File: src/rtl/wb_queue.sv
// wb_queue: 4-entry in-order writeback FIFO with youngest-match bypass.
// Define WBQ_BYPASS_EN to build the byp_* lookup; otherwise it is tied off.
module wb_queue (
    input  logic        clk,
    input  logic        rst_n,
    input  logic        wb_vld,
    input  logic [3:0]  wb_addr,
    input  logic [15:0] wb_data,
    output logic        wb_rdy,
    input  logic        rf_gnt,
    output logic        rf_we,
    output logic [3:0]  rf_dst_addr,
    output logic [15:0] rf_dst,
    input  logic [3:0]  byp_addr,
    output logic        byp_hit,
    output logic [15:0] byp_data,
    output logic [2:0]  count,
    output logic        empty
);

    logic [3:0]  addr_q [4];
    logic [15:0] data_q [4];
    logic [1:0]  wr_ptr;
    logic [1:0]  rd_ptr;
    logic [2:0]  cnt;
    logic        enq;
    logic        deq;

    assign wb_rdy = (cnt < 3'd4);
    assign empty  = (cnt == 3'd0);
    assign count  = cnt;
    assign rf_we  = !empty;

    // R0 writes are accepted but never occupy an entry
    assign enq = wb_vld && wb_rdy && (wb_addr != 4'd0);
    assign deq = rf_we && rf_gnt;

    assign rf_dst_addr = empty ? 4'd0 : addr_q[rd_ptr];
    assign rf_dst      = empty ? 16'd0 : data_q[rd_ptr];

    always_ff @(posedge clk) begin
        if (!rst_n) begin
            wr_ptr <= 2'd0;
            rd_ptr <= 2'd0;
            cnt    <= 3'd0;
        end else begin
            if (enq)
                wr_ptr <= wr_ptr + 2'd1;
            if (deq)
                rd_ptr <= rd_ptr + 2'd1;
            if (enq && !deq)
                cnt <= cnt + 3'd1;
            else if (deq && !enq)
                cnt <= cnt - 3'd1;
        end
    end

    // Storage is not reset; occupancy gating hides stale contents
    always_ff @(posedge clk) begin
        if (enq) begin
            addr_q[wr_ptr] <= wb_addr;
            data_q[wr_ptr] <= wb_data;
        end
    end

`ifdef WBQ_BYPASS_EN
    logic [1:0] idx;

    // Walk oldest to youngest so the last match wins
    always_comb begin
        byp_hit  = 1'b0;
        byp_data = 16'd0;
        idx      = 2'd0;
        for (int i = 0; i < 4; i++) begin
            idx = rd_ptr + 2'(i);
            if ((3'(i) < cnt) && (byp_addr != 4'd0) &&
                (addr_q[idx] == byp_addr)) begin
                byp_hit  = 1'b1;
                byp_data = data_q[idx];
            end
        end
    end
`else
    logic unused_byp;

    assign unused_byp = ^byp_addr;
    assign byp_hit    = 1'b0;
    assign byp_data   = 16'd0;
`endif

endmodule

File: config.mk
export PLATFORM = sky130hd
export DESIGN_NAME = wb_queue
export DESIGN_NICKNAME = d
export VERILOG_FILES = /design/src/rtl/wb_queue.sv
export SDC_FILE = /design/constraint.sdc
export NUM_CORES = 1
export LEC_CHECK = 0
export BUFFER_PORTS_ARGS = -buffer_cell sky130_fd_sc_hd__buf_2
export CAP_MARGIN = 20
export CORE_UTILIZATION = 28
export CTS_CLUSTER_SIZE = 28
export DETAILED_ROUTE_END_ITERATION = 7
export HOLD_SLACK_MARGIN = 0.06
export PLACE_DENSITY_LB_ADDON = 0.15
export SYNTH_ARGS = -nofsm -noshare
export SYNTH_HDL_FRONTEND = slang
export SYNTH_SLANG_ARGS = --single-unit
File: constraint.sdc
create_clock -name clk -period 6.1 [get_ports clk]
set_clock_uncertainty 0.05 [all_clocks]
set_input_delay 0.305 -clock clk [delete_from_list [all_inputs] [get_ports clk]]
set_output_delay 0.305 -clock clk [all_outputs]
set_load 0.03 [all_outputs]
==> results of run 1 <==
==> power groups by stage <==
stage,combinational [mW],sequential [mW],clock (mW)
floorplan,0.540,0.791,0
global placement,0.748,0.790,0
detailed placement,0.751,0.792,0
CTS,0.752,0.779,0.587
global route,0.802,0.780,0.614
finish,0.733,0.772,0.576
==> sequential cells by signal (all words and copies together), names as in the netlist, named ones only <==
name / flops
wr_ptr: 2
rd_ptr: 2
data_q: 64
count: 3
addr_q: 16
==> cells by family (layout without fill, tap and decap cells) <==
| family | Yosys count | in the layout | share of synthesized area (%) |
|---|---|---|---|
| adder cells (fa/ha/maj) | 6 | 6 | 2.278 |
| XOR/XNOR | 3 | 3 | 0.7250 |
| flip-flops | 89 | 89 | 71.25 |
| AO/OA/AOI/OAI | 5 | 5 | 0.8974 |
| AND/OR/NAND/NOR | 38 | 38 | 6.352 |
| multiplexers | 23 | 23 | 13.26 |
| buffers and inverters | 30 | 73 | 5.143 |
| other | 1 | 17 | 0.1035 |
==> Yosys cell counts, types with 3 or more instances <==
master,count
edfxtp_1,80
buf_4,17
mux2i_1,3
and2_2,4
inv_1,5
dfxtp_1,9
and2_1,3
mux4_2,20
clkbuf_1,5
nor2b_1,21
nand2_1,5
ha_1,5
==> layer usage <==
| metal | part of all wire (%) | global-route usage (%) |
|---|---|---|
| met1 | 44 | 12.54 |
| met2 | 50 | 17.58 |
| met3 | 4.7 | 3.452 |
| met4 | 1.3 | 4.359 |
| met5 | 0 | 0 |
==> per-stage QoR <==
stage	instance area, sq um	hold slack [ps]	worst slack, ps
global placement	3998	433.8	3648
floorplan	3685	353.9	3806
detailed placement	3998	446.0	3632
finish	4325	141.5	3823
global route	4325	136.7	3678
CTS	4310	133.3	3500
==> worst min path at each step <==
| stage | from | end | slack, ps |
|---|---|---|---|
| 4_1_cts | wb_data[8] | data_q[1][8] | 130 |
| 5_1_grt | wb_data[0] | data_q[0][0] | 140 |
| 2_1_floorplan | wb_addr[0] | addr_q[0][0] | 350 |
| 6_report | wb_data[13] | data_q[0][13] | 140 |
| 3_5_place_dp | wr_ptr[0] | wr_ptr[0] | 450 |
| 3_3_place_gp | rd_ptr[1] | rd_ptr[1] | 430 |
==> cell type report <==
class / count / area (sq um) / share of cell area (%)
clock inverter: 5 / 80.08 / 1.851
timing repair buffer: 52 / 275.3 / 6.364
clock buffer: 11 / 232.7 / 5.380
multi-input combinational: 92 / 920.9 / 21.29
tap: 172 / 215.2 / 4.975
sequential: 89 / 2582 / 59.70
inverter: 5 / 18.77 / 0.4339
==> impl_metrics.yaml, run 1 <==
run_status:
  status: "finished clean"
timing:
  tightest_slew_ps: 610.7
  setup_tns_ps: 0
  setup_viol: 0
  fin_crit_sh_pct: 37.32
  period_needed_ps: 2277
  worst_slew_margin_rel_pct: 59.29
  finalMaxSlewViolations: 0
  fmax_mhz: 439.2
  rsz0062_at_grt: "no"
  hold_viol_final: 0
die:
  rows: 41
  io_pins: 71
  die_area_sq_mm: 0.01341
  die_x_um: 115.8
  core_sq_mm: 0.01262
  start_util_pct: 28.72
  die_y_um: 115.8
critical_path:
  worstPathArrival_ps: 1920
  worstPathRequired_ps: 5740
  rrSetupSlack_ps: 3910
  critPathBufInv: 2
  crit_family: "buffers and inverters"
  max_stage_delay_ps: 570
  startpoint_type: "register"
  crit_end: "rf_dst_addr[0]"
  cp_slowest_cell: "mux4_2"
  end_kind: "output pin"
  critPathKind: "register to output pin"
  ff2ff_path_depth: 7
  reg2reg_from: "count[2]"
  critPathMaxFanout: 20
  cp_num_cells: 4
  r2r-end: "count[2]"
  crit_chain: "buf_4 -> mux4_2 -> nor2b_1 -> buf_2"
power:
  power.share.clock_pct: 27.7
  vdd.ir_drop.worst_v: 0.0003186
  seqPwrFrac_pct: 37.1
  pwr-share-comb_pct: 35.2
  p_per_area_mw_per_mm2: 481.0
  cellLeakagePower_nw: 1.522
  finalPower_mw: 2.080
  sw_frac_of_total_pct: 34.83
  p_switching_uw: 724.6
  intPower_mw: 1.356
clock_tree:
  cts_setup_buffers: 0
  cts_resized: 0
  insertion_delay_ps: 330
  clkTransAtPathRegs_ps: 60
  cts-htree-levels: 3
  cts_root_buffer: "clkbuf_16"
  cts_buffers: 9
  cts.path.max_buffers: 2
  cts_tree: "yes"
  postCtsHoldBufs: 0
  clock_sinks: 89
synthesis:
  synth_top_area_share_pct: 66.28
  ys.warnings.count: 0
  synth_top_flop_cell: "edfxtp_1"
  ys_ff_latch: 89
  avgSynthCellArea_sq_um: 18.59
  synth_edf_count: 80
  yosysSeqAreaShare_pct: 71.25
  synth_cells: 195
  syn_area_sq_mm: 0.003625
  ys_types: 25
  synth-async-reset-ratio_pct: 0
  synth_area_leaders: "edfxtp_1 (66%), mux4_2 (12%), dfxtp_1 (5.0%)"
  synth_top_area_cell: "edfxtp_1"
detailed_routing:
  drtAntennaViolNets: 0
  drtPass1Iterations: 4
  viasPerCell: 4.068
  routed_wl_mm: 6.492
  routedWlPerCell_um: 15.24
  drt_iter0_markers: 59
  drc: 0
  vias: 1733
placement:
  gp_congestion: 0.6354
  dpl.hpwl_mm: 3.867
  dp.cells: 409
  port_buffers: 49
final_layout:
  area_growth_pct: 19.33
  utilization_pct: 34.28
  final_cell_mix: "edfxtp_1 (80), buf_2 (49), nor2b_1 (21)"
  diodes: 0
  final_cells: 426
  fin_nets: 283
  final_common_cell: "edfxtp_1"
  drive_above_1_share_pct: 35.83
  fill_cells: 1250
global_route:
  grt_pass1_vias: 1723
  grt_usage_pct: 10.54
  grt_pass1_wl_mm: 9.908
  grt_max_degree: 25
  grt.overflow.total: 0
  antenna_found_initial: 0
worst_hold_path:
  hold_path_class: "primary input to register"
  whs_path_depth: 1
run:
  drv_cap: 0
(Power assumes the default switching activity.)
==> inputs of run 2 (changes only) <==
==> constraint.sdc (replaced) <==
create_clock -name clk -period 1.8 [get_ports clk]
set_clock_uncertainty 0.05 [all_clocks]
set_input_delay 0.09 -clock clk [delete_from_list [all_inputs] [get_ports clk]]
set_output_delay 0.09 -clock clk [all_outputs]
set_load 0.03 [all_outputs]
==> run 2 against run 1 <==
  * The flow now finishes with violations (setup timing)
  * Non-clock buffer count increased by 39
  * First-iteration DRC count is 14% higher
  * Final area is 18% higher
  * Via count increased by 11%
  * Die area is the same
  * Clock power grew to 3.4 times the previous value
==> impl_metrics.yaml, run 2 (synthesis gave the netlist of run 1 again) <==
global_route:
  grt.overflow.total: 0
  grtUsageMet3_pct: 2.563
  antenna_found_initial: 0
  grt_pass1_vias: 1951
  gr-usage-met2_pct: 17.66
  grt_usage_pct: 11.26
  use_met1_pct: 14.94
  grt_max_degree: 21
  grt-busiest-layer: "met2"
  grt_pass1_wl_mm: 10.62
critical_path:
  end_kind: "register"
  worstPathArrival_ps: 2090
  worstPathRequired_ps: 2010
  reg2reg_from: "count[1]"
  startpoint_type: "register"
  ff2ff_path_depth: 7
  r2r-end: "count[2]"
  critPathMaxFanout: 2
  critPathKind: "register to register"
  startpoint: "count[1]"
  rrSetupSlack_ps: -80
  crit_end: "count[2]"
clock_tree:
  cts_root_buffer: "clkbuf_16"
  cts.path.max_buffers: 2
  clkTransAtPathRegs_ps: 60
  clock_sinks: 89
  cts-htree-levels: 3
  cts_buffers: 9
  cts_tree: "yes"
  insertion_delay_ps: 330
  cts_setup_buffers: 0
timing:
  setup_viol: 21
  worst_slack_ps: -77.29
  fin_crit_sh_pct: 104.3
  period_needed_ps: 1877
  finalMaxSlewViolations: 0
  rsz0062_at_grt: "yes"
  fmax_mhz: 532.7
  hold_viol_final: 0
  whs_ps: 177.5
die:
  start_util_pct: 28.72
  rows: 41
  core_sq_mm: 0.01262
  die_x_um: 115.8
  die_y_um: 115.8
  io_pins: 71
  die_area_sq_mm: 0.01341
run_status:
  violations: "setup timing"
  status: "finished with violations"
final_layout:
  area_growth_pct: 40.73
  largest_register_ffs: 64
  final_cell_mix: "edfxtp_1 (80), buf_2 (29), dlygate4sd3_1 (21)"
  drive_above_1_share_pct: 46.58
  top_register: "data_q"
  final_common_cell: "edfxtp_1"
  fill_cells: 1174
  fin_nets: 322
  diodes: 0
power:
  p_per_area_mw_per_mm2: 1645
  vdd.ir_drop.worst_v: 0.0009812
  cellLeakagePower_nw: 1.859
  finalPower_mw: 8.392
run:
  drv_cap: 0
placement:
  port_buffers: 49
  dpl.hpwl_mm: 4.226
  gp_congestion: 0.6660
  dp_slack_ps: -169.1
detailed_routing:
  routedWlPerCell_um: 15.41
  drc: 0
  drtPass1Iterations: 4
  vias: 1924
  routed_wl_mm: 7.152
  drt_iter0_markers: 67
  viasPerCell: 4.147
  drtAntennaViolNets: 0
worst_hold_path:
  hold_path_class: "primary input to register"
## run 2: worst min-delay path by stage
stage	from	to	slack (ps)	depth (start not counted)
after global routing	rf_gnt	register	190	4
after global placement	wb_data[10]	data_q[2][10]	260	1
after CTS	rf_gnt	register	140	4
after floorplan	wb_addr[0]	addr_q[0][0]	140	0
final	rf_gnt	register	180	4
after detailed placement	wb_data[8]	data_q[0][8]	260	1
## run 2: per-stage QoR
stage	TNS (ps)	util [%]	cells	instance area (sq um)
global route	-2011	40.42	464	5101
finish	-836.0	40.42	464	5101
detailed placement	-1305	33.59	425	4239
CTS	-1312	38.34	462	4838
floorplan	-173.6	-	211	3730
global placement	-219.6	33.59	425	4239
## run 2: layout make-up
type                       count  area (sq um)  area share (%)
clock buffer                   9         225.2           4.415
clock inverter                 6         83.83           1.643
inverter                       5         23.77          0.4660
multi-input combinational     92          1096           21.49
sequential                    89          2592           50.82
tap                          172         215.2           4.219
timing repair buffer          91         864.6           16.95
## run 2: report_power, final
part | internal [mW] | switching [mW]
Clock | 1.20 | 0.726
Combinational | 1.81 | 2.00
Sequential | 2.52 | 0.133
## run 2: routing by layer
layer	vias up	wire length, um
li1	901	-
met1	967	3247
met2	47	3600
met3	9	204
met4	0	99
met5	-	0
## run 2: critical path, stage by stage, from the launching register on
cell	delay, ps
dfxtp_2	340
o31ai_4	300
ha_4	180
inv_2	30
fa_2	320
xor2_1	150
or3_1	310
a21boi_1	120
## run 2: what timing repair did
action	in CTS	in global routing
hold buffers	21	0
endpoints found under the hold margin	87	0
pin swaps	1	0
endpoints found under the setup margin	21	21
resized for setup	22	53
cloned	1	2
